$ cat src/rtl/instruction_fetch_unit_pkg.sv
// Shared definitions for the instruction fetch unit: default geometry,
// opcode map, instruction field layout and the fetch FSM state type.
package instruction_fetch_unit_pkg;

    // Default geometry of the fetch path.
    localparam int unsigned ADDR_WIDTH_DEF  = 32'd16;
    localparam int unsigned INSN_WIDTH_DEF  = 32'd28;
    localparam int unsigned DELAY_WIDTH_DEF = 32'd24;
    localparam logic [15:0] RESET_PC_DEF    = 16'h0000;

    // Opcode map. The opcode occupies bits [27:20]. A NOP carries a 24-bit
    // delay literal in bits [23:0], so only the top nibble [27:24]
    // identifies it. The whole 8'h0x opcode row is therefore reserved for NOP.
    typedef enum logic [7:0] {
        OPC_NOP  = 8'h00,
        OPC_STO  = 8'h10,
        OPC_ADD  = 8'h20,
        OPC_JMP  = 8'h30,
        OPC_BLE  = 8'h40,
        OPC_SMUL = 8'h50
    } opcode_e;

    // Top opcode nibble shared by every NOP encoding.
    localparam logic [3:0] NOP_CLASS = 4'h0;

    // Fetch FSM states.
    typedef enum logic [0:0] {
        ST_RUN   = 1'b0,
        ST_DELAY = 1'b1
    } fetch_state_e;

    // True when the top opcode nibble marks the instruction as a NOP.
    function automatic logic is_nop(input logic [3:0] opc_class);
        return (opc_class == NOP_CLASS);
    endfunction

endpackage

$ cat src/rtl/instruction_fetch_unit_delay_counter.sv
// NOP delay counter: loadable down-counter with clear, decrement enable,
// zero detect and a "last bubble" flag (count == 1).
module fetch_delay_counter #(
    parameter int unsigned WIDTH = 32'd24
) (
    input  logic             clk,
    input  logic             rst,
    input  logic             clear,
    input  logic             load,
    input  logic             en,
    input  logic [WIDTH-1:0] load_value,
    output logic             zero,
    output logic             last
);

    localparam logic [WIDTH-1:0] CNT_ONE = {{(WIDTH-1){1'b0}}, 1'b1};

    logic [WIDTH-1:0] count_r;
    logic [WIDTH-1:0] count_s;

    // Next count: clear beats load beats decrement; a zero count never wraps.
    always_comb begin
        count_s = count_r;
        if (clear) begin
            count_s = {WIDTH{1'b0}};
        end else if (load) begin
            count_s = load_value;
        end else if (en && (count_r != {WIDTH{1'b0}})) begin
            count_s = count_r - CNT_ONE;
        end else begin
            count_s = count_r;
        end
    end

    // Counter register with asynchronous reset to zero.
    always_ff @(posedge clk or posedge rst) begin
        if (rst) begin
            count_r <= {WIDTH{1'b0}};
        end else begin
            count_r <= count_s;
        end
    end

    assign zero = (count_r == {WIDTH{1'b0}});
    assign last = (count_r == CNT_ONE);

endmodule

$ cat src/rtl/instruction_fetch_unit.sv
// Fetch stage: owns the PC, drives the combinational ROM address, registers
// the returned instruction for decode, and handles branch redirects, stalls
// and NOP-literal bubble insertion.
module instruction_fetch_unit
    import instruction_fetch_unit_pkg::*;
#(
    parameter int unsigned           ADDR_WIDTH  = ADDR_WIDTH_DEF,
    parameter int unsigned           INSN_WIDTH  = INSN_WIDTH_DEF,
    parameter int unsigned           DELAY_WIDTH = DELAY_WIDTH_DEF,
    parameter logic [ADDR_WIDTH-1:0] RESET_PC    = RESET_PC_DEF
) (
    input  logic                  Clock,
    input  logic                  Reset,
    output logic [ADDR_WIDTH-1:0] oAddress,
    input  logic [INSN_WIDTH-1:0] iInstruction,
    input  logic                  iStall,
    input  logic                  iBranchTaken,
    input  logic [ADDR_WIDTH-1:0] iBranchTarget,
    output logic [INSN_WIDTH-1:0] oInstruction,
    output logic                  oValid,
    output logic [ADDR_WIDTH-1:0] oPC
);

    localparam logic [ADDR_WIDTH-1:0] PC_ONE     = {{(ADDR_WIDTH-1){1'b0}}, 1'b1};
    // NOP with a zero literal: what decode sees before the first fetch.
    localparam logic [INSN_WIDTH-1:0] RESET_INSN = {NOP_CLASS, {DELAY_WIDTH{1'b0}}};

    fetch_state_e          state_r, state_s;
    logic [ADDR_WIDTH-1:0] pc_r, pc_s;
    logic [INSN_WIDTH-1:0] insn_r, insn_s;
    logic                  valid_r, valid_s;
    logic [ADDR_WIDTH-1:0] fpc_r, fpc_s;

    logic                   cnt_clear_s;
    logic                   cnt_load_s;
    logic                   cnt_dec_s;
    logic                   cnt_zero_s;
    logic                   cnt_last_s;
    logic [DELAY_WIDTH-1:0] lit_s;
    logic                   nop_s;

    assign lit_s = iInstruction[DELAY_WIDTH-1:0];
    assign nop_s = is_nop(iInstruction[INSN_WIDTH-1:DELAY_WIDTH]);

    fetch_delay_counter #(
        .WIDTH (DELAY_WIDTH)
    ) u_delay (
        .clk        (Clock),
        .rst        (Reset),
        .clear      (cnt_clear_s),
        .load       (cnt_load_s),
        .en         (cnt_dec_s),
        .load_value (lit_s),
        .zero       (cnt_zero_s),
        .last       (cnt_last_s)
    );

    // Next-state and datapath: branch > stall > DELAY/RUN; defaults hold all state.
    always_comb begin
        state_s     = state_r;
        pc_s        = pc_r;
        insn_s      = insn_r;
        valid_s     = valid_r;
        fpc_s       = fpc_r;
        cnt_clear_s = 1'b0;
        cnt_load_s  = 1'b0;
        cnt_dec_s   = 1'b0;
        if (iBranchTaken) begin
            // Redirect drops the wrong-path fetch and any pending bubbles.
            pc_s        = iBranchTarget;
            valid_s     = 1'b0;
            cnt_clear_s = 1'b1;
            state_s     = ST_RUN;
        end else if (iStall) begin
            // Execute is busy: everything, including the counter, holds.
            state_s = state_r;
        end else begin
            case (state_r)
                ST_RUN: begin
                    insn_s  = iInstruction;
                    fpc_s   = pc_r;
                    valid_s = 1'b1;
                    pc_s    = pc_r + PC_ONE;
                    if (nop_s && (lit_s != {DELAY_WIDTH{1'b0}})) begin
                        cnt_load_s = 1'b1;
                        state_s    = ST_DELAY;
                    end else begin
                        state_s = ST_RUN;
                    end
                end
                ST_DELAY: begin
                    valid_s   = 1'b0;
                    cnt_dec_s = 1'b1;
                    // Zero here is unreachable; treat it as "delay done".
                    if (cnt_last_s || cnt_zero_s) begin
                        state_s = ST_RUN;
                    end else begin
                        state_s = ST_DELAY;
                    end
                end
                default: begin
                    state_s     = ST_RUN;
                    valid_s     = 1'b0;
                    cnt_clear_s = 1'b1;
                end
            endcase
        end
    end

    // State, PC and decode-facing output registers with asynchronous reset.
    always_ff @(posedge Clock or posedge Reset) begin
        if (Reset) begin
            state_r <= ST_RUN;
            pc_r    <= RESET_PC;
            insn_r  <= RESET_INSN;
            valid_r <= 1'b0;
            fpc_r   <= RESET_PC;
        end else begin
            state_r <= state_s;
            pc_r    <= pc_s;
            insn_r  <= insn_s;
            valid_r <= valid_s;
            fpc_r   <= fpc_s;
        end
    end

    assign oAddress     = pc_r;
    assign oInstruction = insn_r;
    assign oValid       = valid_r;
    assign oPC          = fpc_r;

endmodule

$ cat config.mk
export PLATFORM = sky130hd
export DESIGN_NAME = instruction_fetch_unit
export DESIGN_NICKNAME = d
export VERILOG_FILES = /design/src/rtl/instruction_fetch_unit_pkg.sv /design/src/rtl/instruction_fetch_unit_delay_counter.sv /design/src/rtl/instruction_fetch_unit.sv
export SDC_FILE = /design/constraint.sdc
export NUM_CORES = 1
export LEC_CHECK = 0
export ABC_CLOCK_PERIOD_IN_PS = 2500
export BUFFER_PORTS_ARGS = -buffer_cell sky130_fd_sc_hd__buf_2
export CORE_MARGIN = 2
export CORE_UTILIZATION = 23
export DETAILED_ROUTE_END_ITERATION = 7
export SETUP_SLACK_MARGIN = 0.4
export SLEW_MARGIN = 20
export SYNTH_ARGS = -nofsm -noshare
export SYNTH_HDL_FRONTEND = slang
export SYNTH_SLANG_ARGS = --single-unit
$ cat constraint.sdc
create_clock -name Clock -period 2.5 [get_ports Clock]
set_input_delay 0.25 -clock Clock [delete_from_list [all_inputs] [get_ports Clock]]
set_output_delay 0.25 -clock Clock [all_outputs]
set_load 0.1 [all_outputs]
==> results.toml <==
[status]
status = "finished clean"

[setup_path]
req_time_crit_path_ps = 2740
cp-end-kind = "register"
worstSetupStartpointType = "register"
worstPathArrival_ps = 2240
setup.worst_path.class = "register to register"
critPathMaxFanout = 15

[flow_run]
drv.max_cap_violation_count = 0

[pwr]
vdd.ir_drop.worst_mv = 0.436
design_power_total_w = 0.00501
cellLeakagePower_nw = 2.50
pwrdens_mw_per_mm2 = 873

[timing]
hold_viol = 0
achievable-frequency_mhz = 499
finalSetupTns_ps = 0
fin_crit_ps = 2000
worstMarginPinSlew_ps = 773
final_count_of_negative_setup_slack_endpoints = 0
post-route-period-util_pct = 80.2
rsz_0062_raised_after_global_routing = "false"
relSlewSlack_pct = 48.4
clock-skew-final_ps = 5.67
slew_violations = 0

[floorplan]
rows = 50
die_area_sq_mm = 0.0204
dieHeight_um = 143
start_util_pct = 23.6
ios = 109
core_sq_mm = 0.0188
die_w_um = 143

[routing]
drt-pass1-iter-count = 4
post_drt_wl_per_cell_um = 16.9
routed_wire_length_um = 13100
routed-via-count = 3785
final_antenna_net_count = 0
drt-initial-drc-count = 159
drt_drc_violations_left = 0
routed_via_density = 4.88

[final_layout]
area_delta_synth_final_pct = 29.6
insertedDiodeCount = 0
nNetsFinal = 589
final_cells = 776
post-route-util_pct = 30.6
final_layout_size_suffix_gt1_share_pct = 41.0
final_area_sq_mm = 0.00574

[yosys]
synth-compound-area-share_pct = 13.5
ys_async_sr_fraction_pct = 100
synth.yosys.warnings = 0
synth-simple-area-share_pct = 18.9
number_of_synthesized_flops_with_an_enable_pin = 0
dominant_cell_type_by_area_after_synthesis = "sky130_fd_sc_hd__dfrtp_1"
synth_seq_cells = 86
yosysSeqAreaShare_pct = 48.6
synth-adder-area-share_pct = 1.13
syn-instance-count = 409
synthXorXnorAreaFrac_pct = 2.97
most_instantiated_flip_flop_cell_in_the_synthesis_netlist = "sky130_fd_sc_hd__dfrtp_1"
synth_nets = 461
largest_family_of_logic_cells_by_synthesized_area = "simple AND/OR/NAND/NOR gates"
post_synth_main_area_contributors = "sky130_fd_sc_hd__dfrtp_1 49%, sky130_fd_sc_hd__mux2_2 11%, sky130_fd_sc_hd__nand2_1 3.1%"
syn_area_per_cell_sq_um = 10.8
syn-cell-area_sq_mm = 0.00443
muxShareOfSynthArea_pct = 11.9
synth_top_cell_area_share_pct = 48.6
synth.lib_cells_used.distinct = 62

[global_route]
grt_use_total_pct = 13.4
grt_overflow = 0
largest_net_degree_at_the_start_of_global_routing = 43
number_of_global_route_vias_before_repair = 3732
grt_pass1_wl_um = 21000
grt_antenna_before_repair = 0

[min_path]
worst_hold_path_type = "input pin to async pin"

[cts]
cts_tree = "yes"
clock-root-buffer = "sky130_fd_sc_hd__clkbuf_16"
cts.htree.levels = 3
clk_pin_slew_ps = 70
ctsHoldBuffers = 0
cts_inserted_buffers = 9
clock-sinks = 86
cts.path.max_buffers = 2
clkLatencyLatePin_ps = 350

[placed_design]
detailedPlacementHpwl_um = 9540
routabilityCongestion = 0.891
port_buffers = 108
placement.cell_area_sq_mm = 0.00535
placed_cells = 750
cell type report:
cell class,instances,area [sq um]
Multi-Input combinational cell,293,2180
Inverter,9,37.5
Clock inverter,5,33.8
Sequential cell,86,2160
Timing Repair Buffer,138,795
Clock buffer,11,243
Fill cell,1988,13000
Tap cell,234,293
sequential cells by signal, summed over array words and instances (netlist names):
signal,flops
oValid,1
u_delay.count_r,24
state_r,1
oPC,16
oInstruction,28
oAddress,16
cell usage after synthesis, types with 3 or more instances:
cell and number:
sky130_fd_sc_hd__a211oi_1 5, sky130_fd_sc_hd__a21oi_1 3, sky130_fd_sc_hd__a22oi_1 4, sky130_fd_sc_hd__a2bb2oi_1 5, sky130_fd_sc_hd__a311oi_1 4, sky130_fd_sc_hd__a31oi_1 5
sky130_fd_sc_hd__and3_1 3, sky130_fd_sc_hd__and4_1 5, sky130_fd_sc_hd__buf_2 7, sky130_fd_sc_hd__clkbuf_1 12, sky130_fd_sc_hd__dfrtp_1 86, sky130_fd_sc_hd__ha_1 4
sky130_fd_sc_hd__inv_1 9, sky130_fd_sc_hd__mux2_2 45, sky130_fd_sc_hd__nand2_1 36, sky130_fd_sc_hd__nand3_1 10, sky130_fd_sc_hd__nand3b_1 3, sky130_fd_sc_hd__nand4_1 4
sky130_fd_sc_hd__nor2_1 28, sky130_fd_sc_hd__nor3_1 16, sky130_fd_sc_hd__nor4_1 20, sky130_fd_sc_hd__nor4_4 3, sky130_fd_sc_hd__o21ai_0 18, sky130_fd_sc_hd__o21bai_1 6
sky130_fd_sc_hd__o311ai_0 3, sky130_fd_sc_hd__o31ai_1 4, sky130_fd_sc_hd__or3_1 4, sky130_fd_sc_hd__or4_1 3, sky130_fd_sc_hd__xnor2_1 11, sky130_fd_sc_hd__xor2_1 4
path summary, 6_finish.rpt:
kind	start	to	slack, ps	depth (start not counted)
setup / recovery	u_delay.count_r[3]$_DFFE_PP0P_	u_delay.count_r[19]$_DFFE_PP0P_	500	7
hold / removal	Reset	u_delay.count_r[4]$_DFFE_PP0P_	40	2
setup reg to reg	u_delay.count_r[3]$_DFFE_PP0P_	u_delay.count_r[19]$_DFFE_PP0P_	500	7
hold reg to reg	oPC[10]$_DFFE_PP0P_	oPC[10]$_DFFE_PP0P_	500	1
max in group asynchronous	Reset	oAddress[5]$_DFFE_PP0P_	1630	3
min in group Clock	iBranchTarget[8]	oAddress[8]$_DFFE_PP0P_	110	3
per-stage QoR:
| step | hold WS [ps] | worst slack (ps) |
|---|---|---|
| after global routing | 103 | 391 |
| after detailed placement | 447 | 334 |
| after global placement | 448 | 335 |
| final | 35.7 | 495 |
| after CTS | 66.7 | 403 |
| after floorplan | 371 | 406 |
power breakdown:
group	switching, W	internal, W	leakage [nW]
Clock	0.000586	0.000702	0.132
Sequential	0.000140	0.00157	1.06
Combinational	0.00155	0.000462	1.31
Total	0.00227	0.00273	2.50
kinds of logic after synthesis:
kind of cell / Yosys count
and+or+nand+nor: 147
DFF: 86
AOI/OAI and AO/OA: 80
muxes: 47
buffers and inverters: 30
xor gates and xnor gates: 15
adders and majority gates: 4
critical path: stages, from the launching register on:
cell	delay [ps]
sky130_fd_sc_hd__dfrtp_2	450
sky130_fd_sc_hd__nor4_4	250
sky130_fd_sc_hd__buf_4	180
sky130_fd_sc_hd__nand4b_1	200
sky130_fd_sc_hd__o21ai_2	180
sky130_fd_sc_hd__buf_6	190
sky130_fd_sc_hd__nand3_2	170
sky130_fd_sc_hd__o2111a_1	280
cells in the final DEF, fill, tap and decap left out, drive strengths merged, types with 6 or more instances in the layout:
master | netlist | routed
a2bb2oi | 6 | 6
buf | 9 | 138
clkbuf | 12 | 11
dfrtp | 86 | 86
inv | 9 | 9
mux2 | 45 | 45
nand2 | 36 | 36
nand3 | 11 | 11
nor2 | 28 | 28
nor3 | 17 | 17
nor4 | 24 | 24
o21ai | 19 | 19
o21bai | 6 | 6
xnor2 | 11 | 11
metal layers:
layer  share of wire (%)  track usage (%)
met1                  48             19.2
met5                   0                0
met2                  45             19.7
met4                 2.6             5.63
met3                 4.9             2.58
timing repair:
item | CTS | global route
resized for setup | 1 | 9
pin swaps | 3 | 3
endpoints found under the hold margin | 0 | 0
setup endpoints to repair | 15 | 24
buffers inserted | 4 | 6
gates cloned | 0 | 0
Note: power is estimated with default switching activity, not from simulation.
